`src/rtl/normal_reorder_buffer_if.sv`:
```
// Handshake bundle for the normal reorder buffer: tag allocation, divider
// write-back, and the in-order result stream with occupancy status.
`ifndef WIDTH
`define WIDTH 16
`endif

interface normal_reorder_buffer_if #(
  parameter int WIDTH    = `WIDTH,
  parameter int TAG_BITS = 5
);
  logic                  alloc_req;
  logic                  alloc_gnt;
  logic [TAG_BITS-1:0]   alloc_tag;
  logic                  wr_valid;
  logic [TAG_BITS-1:0]   wr_tag;
  logic [3*WIDTH-1:0]    wr_data;   // {x, y, z}
  logic                  out_valid;
  logic                  out_ready;
  logic [3*WIDTH-1:0]    out_data;  // {x, y, z}
  logic [TAG_BITS-1:0]   out_tag;
  logic [TAG_BITS:0]     count;
  logic                  full;
  logic                  err;

  modport master (
    output alloc_req, wr_valid, wr_tag, wr_data, out_ready,
    input  alloc_gnt, alloc_tag, out_valid, out_data, out_tag, count, full, err
  );

  modport slave (
    input  alloc_req, wr_valid, wr_tag, wr_data, out_ready,
    output alloc_gnt, alloc_tag, out_valid, out_data, out_tag, count, full, err
  );
endinterface

```
`src/rtl/normal_reorder_buffer.sv`:
```
// Reorder buffer for normalized ray directions: tags are handed out in order,
// results arrive in any order, and retire strictly in allocation order.
`ifndef WIDTH
`define WIDTH 16
`endif
`ifndef Q_BITS
`define Q_BITS 8
`endif

module normal_reorder_buffer #(
  parameter int WIDTH    = `WIDTH,
  parameter int Q_BITS   = `Q_BITS,
  parameter int TAG_BITS = 5
) (
  input  logic                  clk,
  input  logic                  reset,
  normal_reorder_buffer_if.slave bus
);
  localparam int DEPTH = 1 << TAG_BITS;
  localparam int CW    = TAG_BITS + 1;

  typedef struct packed {
    logic [WIDTH-Q_BITS-1:0] ip;
    logic [Q_BITS-1:0]       fp;
  } fix_t;

  typedef struct packed {
    fix_t x;
    fix_t y;
    fix_t z;
  } ray_dir_t;

  logic [TAG_BITS-1:0] head_q, tail_q;
  logic [CW-1:0]       cnt_q;
  logic [DEPTH-1:0]    alloc_q, done_q;
  logic                err_q;
  ray_dir_t            mem [DEPTH];

  logic gnt, retire, wr_ok, wr_bad, full, out_valid;

  assign full      = (cnt_q == CW'(DEPTH));
  // full refuses allocation even if the head retires in the same cycle
  assign gnt       = bus.alloc_req & ~full & ~reset;
  assign out_valid = alloc_q[head_q] & done_q[head_q];
  assign retire    = out_valid & bus.out_ready;
  // alloc/done are sampled before this edge, so same-cycle alloc or retire of wr_tag is illegal
  assign wr_ok     = bus.wr_valid & alloc_q[bus.wr_tag] & ~done_q[bus.wr_tag];
  assign wr_bad    = bus.wr_valid & ~wr_ok;

  assign bus.alloc_gnt = gnt;
  assign bus.alloc_tag = tail_q;
  assign bus.out_valid = out_valid;
  assign bus.out_data  = out_valid ? mem[head_q] : '0;
  assign bus.out_tag   = out_valid ? head_q : '0;
  assign bus.count     = cnt_q;
  assign bus.full      = full;
  assign bus.err       = err_q;

  always_ff @(posedge clk or posedge reset) begin
    if (reset) begin
      head_q <= '0;
      tail_q <= '0;
      cnt_q  <= '0;
      err_q  <= 1'b0;
    end else begin
      if (gnt)    tail_q <= tail_q + 1'b1;
      if (retire) head_q <= head_q + 1'b1;
      cnt_q <= cnt_q + CW'(gnt) - CW'(retire);
      err_q <= wr_bad;
    end
  end

  // Allocation and retire can never target the same entry: that would need
  // head == tail with entries live, i.e. full, where allocation is refused.
  always_ff @(posedge clk or posedge reset) begin
    if (reset) begin
      alloc_q <= '0;
      done_q  <= '0;
    end else begin
      for (int i = 0; i < DEPTH; i++) begin
        if (gnt && tail_q == TAG_BITS'(i)) begin
          alloc_q[i] <= 1'b1;
          done_q[i]  <= 1'b0;
        end else if (retire && head_q == TAG_BITS'(i)) begin
          alloc_q[i] <= 1'b0;
          done_q[i]  <= 1'b0;
        end else if (wr_ok && bus.wr_tag == TAG_BITS'(i)) begin
          done_q[i]  <= 1'b1;
        end
      end
    end
  end

  // Payload storage is not reset; reads are masked by out_valid.
  always_ff @(posedge clk) begin
    if (wr_ok) mem[bus.wr_tag] <= ray_dir_t'(bus.wr_data);
  end
endmodule

```
`src/flat_wrapper.sv`:
```
// flat-port wrapper written by rule: the top's interface ports become plain ports
module normal_reorder_buffer_flat 
#(
  parameter int WIDTH    = `WIDTH,
  parameter int Q_BITS   = `Q_BITS,
  parameter int TAG_BITS = 5
)
  (clk, reset, bus_alloc_req, bus_wr_valid, bus_wr_tag, bus_wr_data, bus_out_ready, bus_alloc_gnt, bus_alloc_tag, bus_out_valid, bus_out_data, bus_out_tag, bus_count, bus_full, bus_err);
  normal_reorder_buffer_if #(.WIDTH(WIDTH), .TAG_BITS(TAG_BITS)) bus_i ();
  input  logic clk;
  input  logic reset;
  input wire logic [$bits(bus_i.alloc_req)-1:0] bus_alloc_req;
  input wire logic [$bits(bus_i.wr_valid)-1:0] bus_wr_valid;
  input wire logic [$bits(bus_i.wr_tag)-1:0] bus_wr_tag;
  input wire logic [$bits(bus_i.wr_data)-1:0] bus_wr_data;
  input wire logic [$bits(bus_i.out_ready)-1:0] bus_out_ready;
  output wire logic [$bits(bus_i.alloc_gnt)-1:0] bus_alloc_gnt;
  output wire logic [$bits(bus_i.alloc_tag)-1:0] bus_alloc_tag;
  output wire logic [$bits(bus_i.out_valid)-1:0] bus_out_valid;
  output wire logic [$bits(bus_i.out_data)-1:0] bus_out_data;
  output wire logic [$bits(bus_i.out_tag)-1:0] bus_out_tag;
  output wire logic [$bits(bus_i.count)-1:0] bus_count;
  output wire logic [$bits(bus_i.full)-1:0] bus_full;
  output wire logic [$bits(bus_i.err)-1:0] bus_err;
  assign bus_i.alloc_req = bus_alloc_req;
  assign bus_i.wr_valid = bus_wr_valid;
  assign bus_i.wr_tag = bus_wr_tag;
  assign bus_i.wr_data = bus_wr_data;
  assign bus_i.out_ready = bus_out_ready;
  assign bus_alloc_gnt = bus_i.alloc_gnt;
  assign bus_alloc_tag = bus_i.alloc_tag;
  assign bus_out_valid = bus_i.out_valid;
  assign bus_out_data = bus_i.out_data;
  assign bus_out_tag = bus_i.out_tag;
  assign bus_count = bus_i.count;
  assign bus_full = bus_i.full;
  assign bus_err = bus_i.err;
  normal_reorder_buffer #(.WIDTH(WIDTH), .Q_BITS(Q_BITS), .TAG_BITS(TAG_BITS)) u_core (.clk(clk), .reset(reset), .bus(bus_i));
endmodule
```
`config.mk`:
```
export PLATFORM = sky130hd
export DESIGN_NAME = normal_reorder_buffer_flat
export DESIGN_NICKNAME = d
export VERILOG_FILES = /design/src/rtl/normal_reorder_buffer_if.sv /design/src/rtl/normal_reorder_buffer.sv /design/src/flat_wrapper.sv
export SDC_FILE = /design/constraint.sdc
export NUM_CORES = 2
export LEC_CHECK = 0
export CAP_MARGIN = 20
export CORE_UTILIZATION = 59
export DETAILED_ROUTE_END_ITERATION = 10
export PLACE_DENSITY_LB_ADDON = 0.08
export SLEW_MARGIN = 20
export SYNTH_ARGS = -nofsm -noshare
export SYNTH_HDL_FRONTEND = slang
export SYNTH_SLANG_ARGS = --single-unit
export TNS_END_PERCENT = 20
```
`constraint.sdc`:
```
create_clock -name clk -period 14.64 [get_ports clk]
set_input_delay 2.928 -clock clk [delete_from_list [all_inputs] [get_ports clk]]
set_output_delay 2.928 -clock clk [all_outputs]
set_load 0.01 [all_outputs]
```
==> reports/metrics.yaml <==
sta:
  max_clock_freq_ghz: 0.110
  finalHoldViolCount: 0
  fin_setup_tns_ns: 0
  final.period_utilization_pct: 61.8
  rsz0062_at_grt: "false"
  final_max_slew_viol_count: 0
  post-route-min-period_ns: 9.05
  setup_viol: 0
  tightest_slew_ns: 1.19
  fin_skew_ns: 0.0280
  slew_headroom_pct: 20.6
final_layout:
  final_util_pct: 67.4
  fill_cells: 6648
  seq_area_sq_um: 48200
  area_delta_synth_final_pct: 12.8
  layout.nets: 3081
  multi_input_area_sq_um: 14300
  drive_above_1_share_pct: 26.7
clock_network:
  holdBufCountCts: 0
  htreeDepth: 4
  clk_pin_slew_worst_paths_ns: 0.06
  cts_buffers: 162
  tritoncts: "done"
  root_buffer: "clkbuf_16"
  clock_latency_ns: 0.77
  clock_sinks: 1617
  cts.path.max_buffers: 3
  cts_setup_buffers: 0
  post_cts_resized: 0
synthesis:
  yosysWarnings: 0
  post-synth-top-count-cell: "edfxtp_1"
  ys_ff_latch: 1617
  synthTopCellsByCount: "1536 x edfxtp_1, 499 x mux4_2, 81 x dfrtp_1"
  syn_area_per_cell_sq_um: 22.6
  ys_async_sr_fraction_pct: 5.01
  postSynthCellCount: 2793
  synth_area_leader_cell: "edfxtp_1"
  syn_area_sq_um: 63200
  syn_nets: 2872
  synth_compound_area_share_pct: 1.71
  synthTopCellsByArea: "edfxtp_1 73%, mux4_2 18%, dfrtp_1 3.2%, nor2_1 0.48%, ha_1 0.40%"
  synthDominantCellAreaShare_pct: 73.0
  synth_fa_ha_area_share_pct: 0.428
  ys_seq_area_share_pct: 76.2
  yosys.area_share.simple_pct: 2.00
  synth_cell_types: 51
  synthMuxAreaShare_pct: 18.0
  synth_edf_count: 1536
  synth_ff_type: "edfxtp_1"
  synth_xor_area_share_pct: 0.139
  synth_top_family_by_area: "multiplexers"
detailed_routing:
  ant_nets: 0
  wl_per_cell_um: 33.9
  drc_errors: 16
  vias: 30600
  routed_via_density: 6.78
  drt_iter0_drc: 3644
  drt-total-wl_mm: 153
  drt-pass1-iter-count: 9
floorplanning:
  ios: 126
  dieHeight_um: 329
  rows: 119
  start_util_pct: 59.8
  fp.coreArea_sq_um: 106000
  dieArea_sq_um: 108000
  die_w_um: 329
min_path:
  hold_end: "u_core.alloc_q[20]"
  hp-start: "u_core.alloc_q[20]"
  min_path_cells: 2
  hp-class: "register to register"
place:
  portBuffers: 125
  dp_hpwl_mm: 76.1
  gp_congestion: 0.881
setup_path:
  worstPathArrival_ns: 6.12
  cp-end-kind: "primary output"
  crit_path_max_fanout: 43
  rrSetupSlack_ns: 9.36
  rr_endpoint: "u_core.bus.count[4]"
  r2r_start: "u_core.head_q[3]"
  crit_required_ns: 11.71
  path_class: "register to primary output"
  cp-start-kind: "register"
  r2r_cells: 17
  worstSetupStartpoint: "u_core.head_q[0]"
run_status:
  status: "finished, violations left"
  violations: "DRC"
power:
  powerDensity_nw_per_um2: 173
  ir_drop_v: 0.000141
  leakage_uw: 0.0226
grt:
  first_global_vias: 31400
  grt_overflow: 0
  grt_antenna_before_repair: 4
  grt_max_degree: 133
  grt_pass1_wl_mm: 221
  grt_usage_pct: 29.1
flow_run:
  cap_violations: 0
## critical path, stage by stage (launching register included)
cell and delay [ns]:
dfrtp_4 0.67, buf_16 0.31, buf_4 0.66, buf_4 0.77, buf_4 0.81, mux4_2 0.61, mux4_2 0.49, nor2b_1 0.15
a21o_1 0.24, clkdlybuf4s50_1 0.51
## worst max path at each step
| stage | slack [ns] | cells past startpoint | end |
|---|---|---|---|
| final | 5.59 | 9 | bus_out_data[29] |
| after global routing | 5.10 | 9 | bus_out_data[29] |
| after CTS | 5.09 | 8 | bus_out_data[29] |
| after detailed placement | 5.91 | 8 | bus_out_data[29] |
| after global placement | 5.94 | 8 | bus_out_data[26] |
| after floorplan | 6.13 | 4 | bus_alloc_gnt |
## cells in the final DEF, fill, tap and decap left out, types with 4 or more instances in the layout
cell,count
clkbuf_1,33
o2bb2ai_1,8
nand2b_1,7
nand2_1,66
and2_1,7
nor3_2,4
clkdlybuf4s50_1,124
ha_1,20
o22ai_1,15
inv_6,4
dfrtp_4,4
a32oi_1,6
mux2i_1,14
nor3_1,37
inv_1,53
bufinv_16,8
o21ai_0,10
dfrtp_1,77
nand3_1,13
edfxtp_1,1536
mux4_2,499
buf_4,65
or3_1,5
clkinv_8,4
xnor2_1,7
nor2_4,28
a21o_1,30
nor2_1,52
a22oi_1,8
clkinv_2,35
a21oi_1,37
clkinv_1,34
a221oi_1,13
nor2b_1,35
clkbuf_16,168
o31ai_1,12
clkinvlp_4,6
## flip-flops by register name, summed over array words and instances, names as in the netlist
| register | cells |
|---|---|
| u_core.done_q | 32 |
| u_core.bus.alloc_tag | 5 |
| u_core.mem | 1536 |
| u_core.alloc_q | 32 |
| u_core.head_q | 5 |
| u_core.bus.err | 1 |
| u_core.bus.count | 6 |
## power by group
part,total [uW],switching (uW),internal (uW)
logic,3050,1430,1620
clock network,3940,1700,2240
registers,5360,173,5190
total,12400,3310,9050
## kinds of logic (layout without fill, tap and decap cells)
family / after synthesis / count (layout)
AOI/OAI and AO/OA: 157 / 157
xor gates and xnor gates: 10 / 10
adders and majority gates: 21 / 21
buffers and inverters: 204 / 540
DFF: 1617 / 1617
muxes: 514 / 514
other: 0 / 2
and+or+nand+nor: 270 / 270
## stage by stage
stage          std cells  total power (uW)  hold slack, ns  area [sq um]  setup WS [ns]
6_report            4522             12400           0.536         71300           5.59
5_1_grt             4521             12800           0.563         71300           5.10
4_1_cts             4519             12400           0.530         71300           5.09
3_5_place_dp        4228              8520           0.517         66200           5.91
3_3_place_gp        4228              8460           0.510         66200           5.94
2_1_floorplan       2793              7700           0.483         63200           6.13
## routing by layer
| metal | track usage (%) | up-vias | wire length [um] |
|---|---|---|---|
| li1 | - | 12200 | - |
| met1 | 42.1 | 16600 | 60800 |
| met2 | 46.6 | 1561 | 76500 |
| met3 | 4.61 | 287 | 11700 |
| met4 | 9.06 | 0 | 4360 |
| met5 | 0 | - | 0 |
## area by class of cell
| cell class | count | area share (%) |
|---|---|---|
| multi-input cells | 972 | 20.1 |
| well taps | 1391 | 2.44 |
| clock buffers | 201 | 6.07 |
| diodes | 2 | 0.00702 |
| inverters | 56 | 0.297 |
| repair buffers | 193 | 2.53 |
| clock inverters | 90 | 0.995 |
| flip-flops and latches | 1617 | 67.6 |
No activity file was read; power rests on OpenSTA's default activity.
